$ cat config.mk
export PLATFORM = sky130hd
export DESIGN_NAME = lms_adapt_ctrl
export DESIGN_NICKNAME = d
export VERILOG_FILES = /design/src/rtl/lms_adapt_ctrl.sv
export SDC_FILE = /design/constraint.sdc
export NUM_CORES = 1
export LEC_CHECK = 0
export BUFFER_PORTS_ARGS = -buffer_cell sky130_fd_sc_hd__buf_4
export CAP_MARGIN = 20
export CORE_ASPECT_RATIO = 0.8
export CORE_UTILIZATION = 59
export DETAILED_ROUTE_END_ITERATION = 7
export PLACE_DENSITY = 0.91
export SYNTH_ARGS = -nofsm -noshare
export SYNTH_HDL_FRONTEND = slang
export SYNTH_SLANG_ARGS = --single-unit
$ cat constraint.sdc
create_clock -name i_clk -period 5.2 [get_ports i_clk]
set_clock_uncertainty 0.15 [all_clocks]
set_input_delay 1.04 -clock i_clk [delete_from_list [all_inputs] [get_ports i_clk]]
set_output_delay 1.04 -clock i_clk [all_outputs]
set_load 0.01 [all_outputs]
$ cat src/rtl/lms_adapt_ctrl.sv
// Adaptation controller for the LMS equalizer: sequences IDLE/ACQ/TRACK/HOLD,
// drives update enable, step size and coefficient re-init, and judges lock from windowed |error|.
module lms_adapt_ctrl #(
    parameter logic signed [7:0] MU_ACQ   = 8'sd32,
    parameter logic signed [7:0] MU_TRK   = 8'sd4,
    parameter int                ACQ_LEN  = 1024,
    parameter int                WIN_LOG2 = 6,
    parameter logic [7:0]        LOCK_TH  = 8'd16,
    parameter logic [7:0]        LOSS_TH  = 8'd40
) (
    input  logic              i_clk,
    input  logic              i_rst,
    input  logic              i_valid,
    input  logic              i_start,
    input  logic              i_freeze,
    input  logic signed [7:0] i_error,
    output logic              o_lms_en,
    output logic              o_lms_rst,
    output logic signed [7:0] o_mu,
    output logic [1:0]        o_state,
    output logic              o_locked,
    output logic [7:0]        o_err_avg
);

    localparam int ACC_W = 8 + WIN_LOG2;
    localparam int CNT_W = $clog2(ACQ_LEN + 1);

    typedef enum logic [1:0] {IDLE = 2'd0, ACQ = 2'd1, TRACK = 2'd2, HOLD = 2'd3} state_t;

    state_t              state, state_nxt;
    state_t              prev, prev_nxt;
    logic [CNT_W-1:0]    sym_cnt, sym_cnt_nxt;
    logic [WIN_LOG2-1:0] win_cnt, win_cnt_nxt;
    logic [ACC_W-1:0]    acc, acc_nxt, acc_sum;
    logic [7:0]          err_avg_nxt, avg_new;
    logic                lms_rst_nxt, lms_en_nxt;
    logic                counted, win_end, adapting;

    // -128 maps to 128: the two's-complement negate is read back as unsigned.
    function automatic logic [7:0] abs_err(input logic signed [7:0] e);
        logic signed [7:0] n;
        n = -e;
        return e[7] ? $unsigned(n) : $unsigned(e);
    endfunction

    function automatic logic [7:0] sat_avg(input logic [ACC_W-1:0] a);
        logic [ACC_W-1:0] s;
        s = a >> WIN_LOG2;
        return (|s[ACC_W-1:8]) ? 8'hFF : s[7:0];
    endfunction

    always_ff @(posedge i_clk) begin
        if (i_rst) begin
            state     <= IDLE;
            prev      <= IDLE;
            sym_cnt   <= '0;
            win_cnt   <= '0;
            acc       <= '0;
            o_err_avg <= '0;
            o_lms_rst <= 1'b0;
            o_lms_en  <= 1'b0;
        end else begin
            state     <= state_nxt;
            prev      <= prev_nxt;
            sym_cnt   <= sym_cnt_nxt;
            win_cnt   <= win_cnt_nxt;
            acc       <= acc_nxt;
            o_err_avg <= err_avg_nxt;
            o_lms_rst <= lms_rst_nxt;
            o_lms_en  <= lms_en_nxt;
        end
    end

    always_comb begin
        state_nxt   = state;
        prev_nxt    = prev;
        sym_cnt_nxt = sym_cnt;
        win_cnt_nxt = win_cnt;
        acc_nxt     = acc;
        err_avg_nxt = o_err_avg;
        lms_rst_nxt = 1'b0;
        adapting    = (state == ACQ) || (state == TRACK);
        // A symbol counts only when no higher-priority event claims the cycle.
        counted     = i_valid && !i_start && !i_freeze && adapting;
        lms_en_nxt  = counted;
        acc_sum     = acc + ACC_W'(abs_err(i_error));
        win_end     = counted && (win_cnt == '1);
        avg_new     = sat_avg(acc_sum);

        if (i_start) begin
            state_nxt   = ACQ;
            prev_nxt    = IDLE;
            lms_rst_nxt = 1'b1;
            sym_cnt_nxt = '0;
            win_cnt_nxt = '0;
            acc_nxt     = '0;
        end else if (i_freeze && adapting) begin
            state_nxt = HOLD;
            prev_nxt  = state;
        end else if (state == HOLD) begin
            if (!i_freeze) state_nxt = prev;
        end else if (counted) begin
            win_cnt_nxt = win_cnt + 1'b1;
            acc_nxt     = win_end ? '0 : acc_sum;
            if (state == ACQ && sym_cnt != CNT_W'(ACQ_LEN)) sym_cnt_nxt = sym_cnt + 1'b1;
            if (win_end) begin
                err_avg_nxt = avg_new;
                if (state == ACQ && sym_cnt_nxt == CNT_W'(ACQ_LEN) && avg_new < LOCK_TH) begin
                    state_nxt = TRACK;
                end else if (state == TRACK && avg_new > LOSS_TH) begin
                    state_nxt   = ACQ;
                    lms_rst_nxt = 1'b1;
                    sym_cnt_nxt = '0;
                end
            end
        end
    end

    // HOLD presents the step size and lock flag of the state it suspended.
    always_comb begin
        o_state  = state;
        o_mu     = 8'sd0;
        o_locked = 1'b0;
        case (state)
            ACQ:   o_mu = MU_ACQ;
            TRACK: begin
                o_mu     = MU_TRK;
                o_locked = 1'b1;
            end
            HOLD:  begin
                o_mu     = (prev == TRACK) ? MU_TRK : MU_ACQ;
                o_locked = (prev == TRACK);
            end
            default: o_mu = 8'sd0;
        endcase
    end

endmodule

* After elaboration in Yosys (flattened, before gate mapping)
Cells that the tools add are included.
** Storage, ports and cells
- Register bits after elaboration :: 45
- Latch bits :: 0
- Bits in writable memories :: 0
- Bits in read-only memories :: 0
- Bits of input ports :: 13
- Output and inout bits :: 21
- Word-level logic and storage cells :: 78
- Memories :: 0
** Operators by class
- $add $sub $neg :: 4
- Multipliers :: 0
- Divide/modulo/power cells :: 0
- Magnitude comparators :: 2
- Eq/ne operators :: 9
- Shift-type cells :: 0
- Muxes and demuxes :: 28
- Bitwise gates (word level) :: 3
- Reduce and logical (&&, ||, !) cells :: 23
** Operators by type and width (number)
- $mux W11 :: 8
- $pmux W6 S3 :: 1
- $add A14 B8 Y14 :: 1
- $mux W14 :: 1
- $mux W2 :: 7
- $reduce_bool A4 Y1 :: 3
- $add A11 B1 Y11 const B :: 1
- $eq A11 B11 Y1 const B :: 1
- $ne A11 B11 Y1 const B :: 1
- $logic_and A1 B1 Y1 :: 9
- $gt A8 B6 Y1 const B :: 1
- $lt A8 B5 Y1 const B :: 1
- $mux W1 :: 8
- $mux W8 :: 1
- $neg A8 Y8 :: 1
- $reduce_and A4 Y1 :: 2
- $add A6 B1 Y6 const B :: 1
- $eq A2 B2 Y1 const B :: 3
- $eq A6 B6 Y1 const B :: 1
- $mux W6 :: 1
- $reduce_bool A3 Y1 :: 2
- $reduce_and A5 Y1 :: 1
- $reduce_bool A5 Y1 :: 1
- $ne A4 B4 Y1 const B :: 1
- other kinds (8) :: 11

* Longest topological paths before layout
- Depth in word-level cells :: 17
- Gate-level depth with buffers :: 15
- Depth with buffers taken out :: 14

* Worst setup path after synthesis
OpenSTA, ideal clock, no wires.
- Kind :: input to register
- Start :: in i_error[1]
- End :: reg sym_cnt[6]
- Data arrival time :: 4.218 ns
- Required time :: 4.971 ns
- Setup slack :: 0.753 ns
- Stages on the path :: 13
- Cell sequence :: or3_1 o31ai_1 xnor2_1 ha_1 and3_1 a221oi_1 nand3_1 a41o_1 o31a_1 o221ai_1 clkbuf_1 nand2_1 o211ai_1
** On the way
- Cells in the longest elaborated chain, start to end :: 8
- Elaborated cells on any way between the ends :: 10
- Those cells by class :: add/sub: 2; order compare: 2; mux: 4; reduce/logical: 2
** RTL lines
- start, declared :: line 16 : input logic signed [7:0] i_error,
- $neg A8 Y8 :: line 42 : n = -e;
- $mux W8 * :: line 43 : return e[7] ? $unsigned(n) : $unsigned(e);
- $add A14 B8 Y14 * :: line 86 : acc_sum = acc + ACC_W'(abs_err(i_error));
- $gt A8 B6 Y1 :: line 110 : end else if (state == TRACK && avg_new > LOSS_TH) begin
- $logic_and A1 B1 Y1 :: line 110
- $mux W11 :: line 110
- $mux W11 * :: line 108 : if (state == ACQ && sym_cnt_nxt == CNT_W'(ACQ_LEN) && avg_new < LOCK_TH) begin
- $mux W11 * :: line 106 : if (win_end) begin
- end signal, assigned :: line 65 : sym_cnt <= sym_cnt_nxt;
- end, declared :: line 32 : logic [CNT_W-1:0] sym_cnt, sym_cnt_nxt;
Every way passes the cells marked *; elsewhere a longest branch is shown, timed or not.
A chain may end at the register's enable or synchronous reset.

* Final worst setup path
- Start :: in i_error[1]
- End :: reg sym_cnt[1]
Same word-level chain as after synthesis.

==> results.ini <==
[sta]
timing.max_slew.rel_slack_pct = 44.2
tns_ns = 0
setup_viol = 0
finalHoldViolCount = 0
tightest_slew_ns = 0.834
drv_slew = 0
rsz0062_at_grt = false
finalCritPeriodShare_pct = 89.3
fmax_ghz = 0.215
fin_crit_ns = 4.64

[layout]
drive_gt1_share_pct = 10.7
syn_to_final_growth_pct = 8.78
mostFrequentLayoutCells = 46 x nor2_1, 45 x dfxtp_1, 40 x nand2_1, 29 x buf_4, 18 x ha_1
regArea_um2 = 901
final-instance-count-excl-fill = 461
multi_input_area_um2 = 1980
fillers = 362
n_antenna_cell = 0
final_nets = 434
final_common_cell = nor2_1

[power]
p_switching_mw = 0.169
leakage_nw = 1.32
p_per_area_nw_per_um2 = 194
comb_power_share_pct = 13.6
switching_share_pct = 26.5
p_int_mw = 0.470
peakVddDrop_mv = 0.155
clkPwrFrac_pct = 31.7
seqPwrFrac_pct = 54.7

[critical_path]
critPathTopFamily = compound AO/OA/AOI/OAI gates
crit_chain = buf_4, or3_1, o31ai_1, xnor2_1, ha_1, and3_1, a221oi_1, nand3_1, a41o_1, o31a_1, o221ai_1, nand3_1, o32ai_1
worstSetupEndpointType = register
critical_path_arrival_ns = 4.70
crit_start = i_error[1]
crit_slowest_cell = a221oi_1
r2r_start = o_state[0]
critPathKind = in2reg
crit_fanout = 8
cp_common_cell = nand3_1
startpoint_type = input port
cp_num_buf_inv = 1
worstPathRequired_ns = 5.25
max_stage_delay_ns = 0.46

[clock_tree]
cts_setup_buffers = 0
clk_path_buf_depth = 2
clk_pin_slew_ns = 0.08
cts_root_buf = clkbuf_8
insertion_delay_ns = 0.30
post_cts_resized = 0
htreeDepth = 2
hold_buffers = 0
numCtsBuffers = 5
cts_tree = built
clkSinkCount = 45

[grt]
use_met3_pct = 4.28
grt_pass1_wl_um = 11900
met2_usage_pct = 44.6
met1_usage_pct = 39.2
grt_usage_pct = 28.6
grt_max_degree = 26
grt_pass1_vias = 2546
antenna_found_initial = 0
overflow = 0
grt-busiest-layer = met2

[routing]
first_pass_iters = 5
route.detailed.wl_per_inst_um = 15.3
postRouteAntennaNets = 0
route.detailed.drc = 0
drt-initial-drc-count = 240
routed_wl_um = 7060
vias = 2944
vias_per_cell = 6.39

[synth]
synth_edf_count = 0
syn_inst = 383
ys_types = 63
ys.flop_type = dfxtp_1
syn_area_per_cell_um2 = 7.93
synth_area_um2 = 3040
synthArstFlopShare_pct = 0
seq_area_frac_synth_pct = 29.7
synth_seq_cells = 45
ys_warn_count = 0

[hold_path]
hold_class = reg2reg
hp-start = acc[0]

[run]
max_cap_violations = 0

[floorplan]
dieArea_um2 = 5440
ios = 34
die_width_um = 82.2
start_util_pct = 63.8
coreArea_um2 = 4760
die_y_um = 66.2
rows = 22

[placement]
dp.cells = 455
place_congestion = 0.901
dp_hpwl_um = 5090
port_buffers = 27

[status]
outcome = complete, no violations

cell families (layout without fill, tap and decap cells):
| family | after synthesis | in the layout | synth area share (%) |
|---|---|---|---|
| and+or+nand+nor | 156 | 156 | 25.6 |
| other | 1 | 6 | 0.123 |
| xor gates and xnor gates | 20 | 20 | 5.77 |
| adders and majority gates | 19 | 19 | 8.08 |
| AOI/OAI and AO/OA | 94 | 94 | 21.6 |
| DFF | 45 | 45 | 29.7 |
| muxes | 10 | 10 | 3.30 |
| buffers and inverters | 38 | 51 | 5.89 |
final cells by class:
type	count	area share, %
clock buffer	5	2.08
clock inverter	1	0.152
inverter	16	1.82
multi-input combinational	305	59.8
sequential	45	27.3
tap	60	2.27
timing repair buffer	29	6.59
sequential cells by signal (all words and copies together) (netlist names):
signal,count
o_err_avg,8
o_lms_en,1
win_cnt,6
acc,14
o_lms_rst,1
o_state,2
sym_cnt,11
prev,2
stage by stage:
| stage | hold slack, ns | instance area (um2) | setup slack (ns) | util [%] | power [mW] |
|---|---|---|---|---|---|
| finish | 0.314 | 3300 | 0.558 | 69.4 | 0.639 |
| CTS | 0.316 | 3300 | 0.619 | 69.4 | 0.638 |
| floorplan | 0.286 | 3060 | 0.753 | - | 0.419 |
| global placement | 0.297 | 3230 | 0.447 | 67.8 | 0.440 |
| global route | 0.348 | 3300 | 0.301 | 69.4 | 0.663 |
| detailed placement | 0.305 | 3230 | 0.325 | 67.8 | 0.443 |
final timing paths:
kind             endpoint  slack, ns  cells after the start
max            sym_cnt[1]       0.56                     13
min                acc[0]       0.31                      2
max reg2reg  o_err_avg[5]       1.73                      7
min reg2reg        acc[0]       0.31                      2
worst register-to-register path: cells and delay by family (launching register included):
family                     cells  cell delay, ns
buffers and inverters          1            0.12
muxes                          1            0.28
and+or+nand+nor                4            1.91
adders and majority gates      1            0.36
DFF                            1            0.54
power groups by stage:
stage | Clock (mW) | Sequential [mW] | Combinational [mW]
after CTS | 0.203 | 0.350 | 0.0855
final | 0.202 | 0.350 | 0.0869
after detailed placement | 0 | 0.358 | 0.0848
after global routing | 0.217 | 0.351 | 0.0957
after floorplan | 0 | 0.358 | 0.0611
after global placement | 0 | 0.358 | 0.0824
synthesized netlist by cell type (all sizes together) (2+ instances only):
cell / n / area, um2
nor2: 46 / 173
dfxtp: 45 / 901
nand2: 40 / 150
ha: 18 / 225
nand4: 18 / 119
o21ai: 18 / 90.1
a21oi: 16 / 80.1
inv: 16 / 60.1
nand3: 14 / 70.1
xnor2: 13 / 114
clkbuf: 12 / 45.0
nor3: 12 / 60.1
buf: 10 / 73.8
mux2i: 10 / 100
a21o: 8 / 60.1
a211oi: 7 / 57.6
a22oi: 7 / 52.6
xor2: 7 / 61.3
a31oi: 6 / 37.5
o311ai: 5 / 43.8
and3: 4 / 25.0
nor4: 4 / 46.3
o22ai: 4 / 25.0
or3: 4 / 25.0
and2: 3 / 18.8
nand2b: 3 / 18.8
a2111oi: 2 / 23.8
a211o: 2 / 17.5
nor4b: 2 / 23.8
o221ai: 2 / 17.5
o31a: 2 / 17.5
routing by layer:
| metal | wire (um) | vias to the layer above |
|---|---|---|
| li1 | - | 1429 |
| met1 | 3220 | 1353 |
| met2 | 3190 | 143 |
| met3 | 488 | 19 |
| met4 | 165 | 0 |
| met5 | 0 | - |
Note: power is estimated with default switching activity, not from simulation.
